**config.mk**
```make
export PLATFORM = sky130hd
export DESIGN_NAME = paddle_mover
export DESIGN_NICKNAME = d
export VERILOG_FILES = /design/src/rtl/paddle_mover.sv
export SDC_FILE = /design/constraint.sdc
export NUM_CORES = 1
export LEC_CHECK = 0
export BUFFER_PORTS_ARGS = -buffer_cell sky130_fd_sc_hd__buf_2
export CAP_MARGIN = 20
export CELL_PAD_IN_SITES_DETAIL_PLACEMENT = 1
export CELL_PAD_IN_SITES_GLOBAL_PLACEMENT = 2
export CORE_ASPECT_RATIO = 1.25
export CORE_MARGIN = 5
export CORE_UTILIZATION = 34
export DETAILED_ROUTE_END_ITERATION = 8
export GPL_ROUTABILITY_DRIVEN = 0
export PLACE_DENSITY = 0.9
export SYNTH_ARGS = -nofsm -noshare
export SYNTH_HDL_FRONTEND = slang
export SYNTH_SLANG_ARGS = --single-unit
```
**constraint.sdc**
```tcl
create_clock -name clk_5 -period 2.4 [get_ports clk_5]
set_input_delay 0.48 -clock clk_5 [delete_from_list [all_inputs] [get_ports clk_5]]
set_output_delay 0.48 -clock clk_5 [all_outputs]
set_load 0.05 [all_outputs]
```
**src/rtl/paddle_mover.sv**
```systemverilog
// Two-axis paddle position controller: synchronised active-low buttons, per-axis
// press/hold/auto-repeat stepping with clamping. Define PADDLE_ACCEL_EN to add the FAST state.
module paddle_mover #(
    parameter int unsigned POS_W       = 11,
    parameter int unsigned H_MIN       = 10,
    parameter int unsigned H_MAX       = 530,
    parameter int unsigned V_MIN       = 10,
    parameter int unsigned V_MAX       = 200,
    parameter int unsigned H_INIT      = 325,
    parameter int unsigned V_INIT      = 10,
    parameter int unsigned STEP        = 10,
    parameter int unsigned TICK_DIV    = 1,
    parameter int unsigned REPEAT_DLY  = 3,
    parameter int unsigned ACCEL_TICKS = 8
) (
    input  logic             clk_5,
    input  logic             rst,
    input  logic             l_btn,
    input  logic             r_btn,
    input  logic             d_btn,
    input  logic             u_btn,
    output logic [POS_W-1:0] h_pos,
    output logic [POS_W-1:0] v_pos,
    output logic             moving,
    output logic             h_edge,
    output logic             v_edge
);

    localparam int unsigned EXT_W  = POS_W + 1;
    localparam int unsigned TICK_W = (TICK_DIV > 1) ? $clog2(TICK_DIV) : 1;
    localparam int unsigned HOLD_W = (REPEAT_DLY > 1) ? $clog2(REPEAT_DLY) : 1;
`ifdef PADDLE_ACCEL_EN
    localparam int unsigned REP_W  = (ACCEL_TICKS > 1) ? $clog2(ACCEL_TICKS) : 1;
`endif

    localparam logic [1:0] ST_IDLE   = 2'd0;
    localparam logic [1:0] ST_HOLD   = 2'd1;
    localparam logic [1:0] ST_REPEAT = 2'd2;
`ifdef PADDLE_ACCEL_EN
    localparam logic [1:0] ST_FAST   = 2'd3;
`endif

    // Button bit order: {u, d, r, l}; bit 2*axis is increment, bit 2*axis+1 is decrement.
    logic [3:0]        r_sync1;
    logic [3:0]        r_sync2;
    logic [TICK_W-1:0] r_tick_cnt;
    logic              w_tick;
    logic [1:0]        w_busy;
    logic [1:0]        w_edge;
    logic [POS_W-1:0]  w_pos [2];
    logic              r_moving;

    always_ff @(posedge clk_5) begin
        if (rst) begin
            r_sync1 <= '1;
            r_sync2 <= '1;
        end else begin
            r_sync1 <= {u_btn, d_btn, r_btn, l_btn};
            r_sync2 <= r_sync1;
        end
    end

    assign w_tick = (r_tick_cnt == TICK_W'(TICK_DIV - 1));

    always_ff @(posedge clk_5) begin
        if (rst || w_tick) begin
            r_tick_cnt <= '0;
        end else begin
            r_tick_cnt <= r_tick_cnt + TICK_W'(1);
        end
    end

    for (genvar g = 0; g < 2; g++) begin : g_axis
        localparam int unsigned AX_MIN  = (g == 0) ? H_MIN : V_MIN;
        localparam int unsigned AX_MAX  = (g == 0) ? H_MAX : V_MAX;
        localparam int unsigned AX_INIT = (g == 0) ? H_INIT : V_INIT;
        localparam logic        AX_EDGE_INIT = (AX_INIT == AX_MIN) || (AX_INIT == AX_MAX);

        logic [1:0]        r_state;
        logic [1:0]        w_state_d;
        logic              r_neg;
        logic              w_neg_d;
        logic [HOLD_W-1:0] r_hold_cnt;
        logic [HOLD_W-1:0] w_hold_cnt_d;
        logic [POS_W-1:0]  r_pos;
        logic [POS_W-1:0]  w_pos_d;
        logic              r_edge;
        logic              w_inc;
        logic              w_dec;
        logic              w_step;
        logic [EXT_W-1:0]  w_ext;
        logic [EXT_W-1:0]  w_s;
`ifdef PADDLE_ACCEL_EN
        logic [REP_W-1:0]  r_rep_cnt;
        logic [REP_W-1:0]  w_rep_cnt_d;
        logic              w_double;
`endif

        assign w_inc = ~r_sync2[2*g];
        assign w_dec = ~r_sync2[2*g+1];

        always_comb begin
            w_state_d    = r_state;
            w_neg_d      = r_neg;
            w_hold_cnt_d = r_hold_cnt;
            w_step       = 1'b0;
`ifdef PADDLE_ACCEL_EN
            w_rep_cnt_d  = r_rep_cnt;
            w_double     = 1'b0;
`endif
            if (w_inc == w_dec) begin
                // Both or neither pressed counts as released.
                w_state_d    = ST_IDLE;
                w_hold_cnt_d = '0;
`ifdef PADDLE_ACCEL_EN
                w_rep_cnt_d  = '0;
`endif
            end else if (r_state == ST_IDLE || w_dec != r_neg) begin
                // Fresh press or reversal: immediate step, then the hold delay starts over.
                w_state_d    = ST_HOLD;
                w_neg_d      = w_dec;
                w_hold_cnt_d = '0;
                w_step       = 1'b1;
`ifdef PADDLE_ACCEL_EN
                w_rep_cnt_d  = '0;
`endif
            end else if (w_tick) begin
                case (r_state)
                    ST_HOLD: begin
                        if (r_hold_cnt == HOLD_W'(REPEAT_DLY - 1)) begin
                            w_state_d    = ST_REPEAT;
                            w_hold_cnt_d = '0;
                        end else begin
                            w_hold_cnt_d = r_hold_cnt + HOLD_W'(1);
                        end
                    end
                    ST_REPEAT: begin
                        w_step = 1'b1;
`ifdef PADDLE_ACCEL_EN
                        if (r_rep_cnt == REP_W'(ACCEL_TICKS - 1)) begin
                            w_state_d   = ST_FAST;
                            w_rep_cnt_d = '0;
                        end else begin
                            w_rep_cnt_d = r_rep_cnt + REP_W'(1);
                        end
`endif
                    end
`ifdef PADDLE_ACCEL_EN
                    ST_FAST: begin
                        w_step   = 1'b1;
                        w_double = 1'b1;
                    end
`endif
                    default: ;
                endcase
            end
        end

`ifdef PADDLE_ACCEL_EN
        assign w_s = w_double ? EXT_W'(2 * STEP) : EXT_W'(STEP);
`else
        assign w_s = EXT_W'(STEP);
`endif
        assign w_ext = {1'b0, r_pos};

        // One extra bit keeps pos-s and pos+s from wrapping before the clamp compare.
        always_comb begin
            w_pos_d = r_pos;
            if (w_step) begin
                if (w_neg_d) begin
                    if (w_ext < EXT_W'(AX_MIN) + w_s) begin
                        w_pos_d = POS_W'(AX_MIN);
                    end else begin
                        w_pos_d = POS_W'(w_ext - w_s);
                    end
                end else begin
                    if (w_ext + w_s > EXT_W'(AX_MAX)) begin
                        w_pos_d = POS_W'(AX_MAX);
                    end else begin
                        w_pos_d = POS_W'(w_ext + w_s);
                    end
                end
            end
        end

        always_ff @(posedge clk_5) begin
            if (rst) begin
                r_state    <= ST_IDLE;
                r_neg      <= 1'b0;
                r_hold_cnt <= '0;
                r_pos      <= POS_W'(AX_INIT);
                r_edge     <= AX_EDGE_INIT;
`ifdef PADDLE_ACCEL_EN
                r_rep_cnt  <= '0;
`endif
            end else begin
                r_state    <= w_state_d;
                r_neg      <= w_neg_d;
                r_hold_cnt <= w_hold_cnt_d;
                r_pos      <= w_pos_d;
                r_edge     <= (r_pos == POS_W'(AX_MIN)) || (r_pos == POS_W'(AX_MAX));
`ifdef PADDLE_ACCEL_EN
                r_rep_cnt  <= w_rep_cnt_d;
`endif
            end
        end

        assign w_busy[g] = (r_state != ST_IDLE);
        assign w_edge[g] = r_edge;
        assign w_pos[g]  = r_pos;
    end

    always_ff @(posedge clk_5) begin
        if (rst) begin
            r_moving <= 1'b0;
        end else begin
            r_moving <= |w_busy;
        end
    end

    assign h_pos  = w_pos[0];
    assign v_pos  = w_pos[1];
    assign h_edge = w_edge[0];
    assign v_edge = w_edge[1];
    assign moving = r_moving;

endmodule
```
== Word level (Yosys, flattened, before mapping) ==
Cells that the tools add are included.
Word-level totals
  bits in registers: 44
  input bits: 6
  output and inout port bits: 25
  word-level logic and storage cells: 100
Cells by class
  $add $sub $neg: 7
  magnitude comparators: 4
  equality and inequality tests: 16
  multiplexer cells: 28
  bitwise gates (word level): 5
  reductions and logical operators: 24
Operators by type and width (count)
  $mux 11: 6
  $add 11x4->12 const B: 2
  $eq 11x4->1 const B: 2
  $lt 11x5->1 const B: 2
  $sub 11x4->11 const B: 2
  $mux 1: 20
  $gt 12x10->1 const B: 1
  $gt 12x8->1 const B: 1
  $reduce_and 3->1: 4
  $reduce_bool 2->1: 6
  $eq 11x10->1 const B: 1
  $eq 11x8->1 const B: 1
  $eq 2x2->1 const B: 4
  $reduce_or 2->1: 3
  $reduce_or 3->1: 2
  $logic_or 1x1->1: 5
  $not 1->1: 5
  $add 2x1->2 const B: 2
  $eq 2x1->1 const B: 2
  $logic_not 2->1: 2
  $mux 2: 2
  $ne 2x1->1 const B: 2
  $reduce_and 2->1: 2
  $eq 1x1->1: 2
  2 further kinds: 3

== Depth between registers and ports, before layout ==
  depth after elaboration: 6
  mapped depth: 9
  mapped depth without buffers: 8

== Worst setup path after synthesis ==
Ideal clock, no wire load.
  path kind: flip-flop to flip-flop
  from: register g_axis[0].r_pos[1], in the netlist h_pos[1]
  to: register g_axis[0].r_pos[5], in the netlist h_pos[5]
  setup time: 0.070 ns
  arrival time: 2.222 ns
  data required time: 2.330 ns
  path slack: 0.108 ns
  cell stages (with the launch flop): 10
  buffers on the path: 1
  clock period less this slack: 2.292 ns
  cell sequence: dfxtp_1 -> buf_6 -> inv_1 -> ha_1 -> nor2b_1 -> o221ai_1 -> o311ai_4 -> a31oi_2 -> or3_1 -> a21oi_1
Between the ends
  longest elaborated chain between the ends: 4
  elaborated cells on any way between the ends: 7
  classes of those cells: add/sub (2); order compare (2); mux (3)
Ends and longest elaborated chain
  start: declaration: line 85  | logic [POS_W-1:0] r_pos;
  start signal: assignment: line 191  | r_pos <= POS_W'(AX_INIT);
  start signal: assignment: line 200  | r_pos <= w_pos_d;
  $add 11x4->12: line 180  | w_pos_d = POS_W'(w_ext + w_s);
  $gt 12x10->1: line 177  | if (w_ext + w_s > EXT_W'(AX_MAX)) begin
  $mux 11: line 177
  $mux 11 (*): line 170  | if (w_neg_d) begin
Every way passes the cells marked *; elsewhere a longest branch is shown, timed or not.
A chain may end at the register's enable or synchronous reset.

== Worst setup path in the final report ==
  from: register g_axis[1].r_pos[2], in the netlist v_pos[2]
  to: register g_axis[1].r_pos[3], in the netlist v_pos[3]
Between the ends
  longest elaborated chain between the ends: 4
  elaborated cells on any way between the ends: 7
  classes of those cells: add/sub (2); order compare (2); mux (3)
Ends and longest elaborated chain (line)
  start: declaration: 85
  start signal: assignment: 191
  start signal: assignment: 200
  $add 11x4->12: 180
  $gt 12x8->1: 177
  $mux 11: 177
  $mux 11 (*): 170
Marked as above.

==> flow_summary.ini <==
[outcome]
status = finished, final reports clean

[die]
start_util = 0.3482
die_y_um = 112.7
ios = 31
die_area_um2 = 10390
core-area_um2 = 8240
die_width_um = 92.16
rows = 37

[timing]
fmax_mhz = 460.0
setup_viol = 0
tns_ns = 0
rsz0062_at_grt = no
fin_hold_ws_ns = 0.3530
fin_crit_sh = 0.9059
finClkSkew_ns = 0.004200
setup_slack_ns = 0.2260
timing.final.hold_violations = 0
relSlewSlack = 0.4055
worst_slew_pin_slew_ns = 0.8917
maxSlewViolCount = 0
fin_crit_ns = 2.174

[routing]
drtIter0Drc = 88
routed_via_density = 5.628
first_pass_iters = 4
wl_um = 8335
drt-wirelength-per-cell_um = 16.50
ant_nets = 0
remaining_drc_errors = 0
vias = 2842

[power]
leakage_nw = 1.236
power_density_nw_per_um2 = 600.8
switching_share = 0.3246
p_comb_frac = 0.237
peakVddDrop_v = 0.0003237
finalPower_mw = 1.954
pwr-share-seq = 0.408
clockPowerShare = 0.355
power_switching_uw = 634.3
internal-power_mw = 1.320

[worst_setup_path]
path_max_fanout = 6
end_kind = flip-flop
crit_end = v_pos[3]
start_kind = flip-flop
r2r_cells = 7
critPathArrivalTime_ns = 2.37
crit_path_start = v_pos[2]
r2r_start = v_pos[2]
rrSetupSlack_ns = 0.23
r2r_end = v_pos[3]
critical_path_class = flip-flop to flip-flop
cp.required_ns = 2.59

[global_route]
antenna_found_initial = 0
grt_pass1_wl_um = 13900
grt_usage = 0.1623
grt_max_degree = 19
grt_pass1_vias = 2950
grt_overflow = 0

[clock_network]
cts.sinks = 43
cts_resized = 0
ctsHoldBuffers = 0
cts_root_buf = clkbuf_8
clkTransAtPathRegs_ns = 0.09
clock_path_buffers = 2
htree_levels = 2
postCtsSetupBuffers = 0
clock_latency_ns = 0.30
cts_tree = built
cts_inserted_buffers = 5

[logic_synthesis]
synth_area_leaders = dfxtp_1 30%, nor2_1 5.6%, o21ai_0 5.2%
synth_seq_cells = 43
synth-compound-area-share = 0.2865
synthArstFlopShare = 0
synth-xor-area-share = 0.03053
ys_seq_area_frac = 0.3000
synth_cell_types = 67
syn-mean-instance-area_um2 = 7.692
synth_top_cell_area_share = 0.3000
yosys_warnings = 0
synth-simple-area-share = 0.2590
synth_top_family_by_area = compound AO/OA/AOI/OAI gates
ys_top_cells_by_count = 43 x dfxtp_1, 43 x nor2_1, 33 x nand2_1
yosysTopAreaCell = dfxtp_1
synth_adder_area_share = 0.02617
synth_flop_cell = dfxtp_1
synthMuxAreaShare = 0.01396
synth-edff-count = 0
synthCells = 373
syn_area_um2 = 2869

[min_path]
hp-class = input pin to flip-flop
hp-start = u_btn

[cells_and_area]
drive_above_1_share = 0.1814
final_core_util = 0.3948
final_cells = 505
stdcell_area_um2 = 3253
area_growth_pct = 13.39
layout.nets = 419
antenna_cells = 0

[placed_design]
post-place-ws_ns = 0.2329
post-dp-hpwl_um = 6481
post_dp_cell_area_um2 = 3117
place_inst = 497
port_buffers = 29

[flow_run]
max_cap_violations = 0
## registers in the layout, summed over array words and instances (netlist names)
| register | cells |
|---|---|
| v_pos | 10 |
| v_edge | 1 |
| r_tick_cnt | 1 |
| g_axis.r_neg | 2 |
| moving | 1 |
| g_axis.r_state | 4 |
| h_edge | 1 |
| g_axis.r_hold_cnt | 4 |
| r_sync2 | 4 |
| r_sync1 | 4 |
| h_pos | 11 |
## cells in the final DEF, fill, tap and decap left out, types with 9 or more instances in the layout
cell type	netlist	final
a21oi_1	27	27
dfxtp_1	43	43
a31oi_1	15	15
buf_4	1	20
buf_2	4	29
nor3_1	12	12
nor2_1	43	43
inv_1	17	17
nand2_1	33	33
o21ai_0	30	30
nand3_1	13	13
nor2b_1	9	9
## critical path, stage by stage, from the launching register on
cell	delay, ns
dfxtp_1	0.36
ha_1	0.26
o211ai_1	0.38
xnor2_1	0.12
a31oi_1	0.20
o211a_1	0.34
nand2_1	0.08
a311o_1	0.32
## power groups by stage
| stage | Combinational [mW] | Sequential, mW | Clock [mW] |
|---|---|---|---|
| 4_1_cts | 0.464 | 0.797 | 0.714 |
| 2_1_floorplan | 0.286 | 0.869 | 0 |
| 3_3_place_gp | 0.452 | 0.811 | 0 |
| 3_5_place_dp | 0.463 | 0.814 | 0 |
| 6_report | 0.464 | 0.798 | 0.693 |
| 5_1_grt | 0.506 | 0.805 | 0.745 |
## cell type report
class	count	area (um^2)
Clock inverter	3	67.56
Sequential cell	43	860.8
Clock buffer	5	68.82
Inverter	17	63.81
Tap cell	97	121.4
Fill cell	1039	4987
Timing Repair Buffer	49	295.3
Multi-Input combinational cell	291	1775
## metal layers
layer	global-route usage	up-vias	share of wire
li1	-	1402	-
met1	0.1887	1390	0.43
met2	0.3031	39	0.52
met3	0.02261	11	0.029
met4	0.05253	0	0.018
met5	0	-	0
## kinds of logic (layout without fill, tap and decap cells)
family          Yosys count  in the layout
compound gates          117            117
xor+xnor                 10             10
fa+ha+maj                 6              6
buf+inv                  40             74
flops                    43             43
mux                       4              4
other cells               1              2
simple gates            152            152
## worst min-delay path by stage
stage                  to  cells past startpoint
2_1_floorplan  r_sync2[0]                      1
3_3_place_gp   r_sync2[2]                      1
3_5_place_dp   r_sync2[0]                      1
4_1_cts        r_sync1[1]                      2
5_1_grt        r_sync1[0]                      2
6_report       r_sync1[3]                      2
Note: power is estimated with default switching activity, not from simulation.
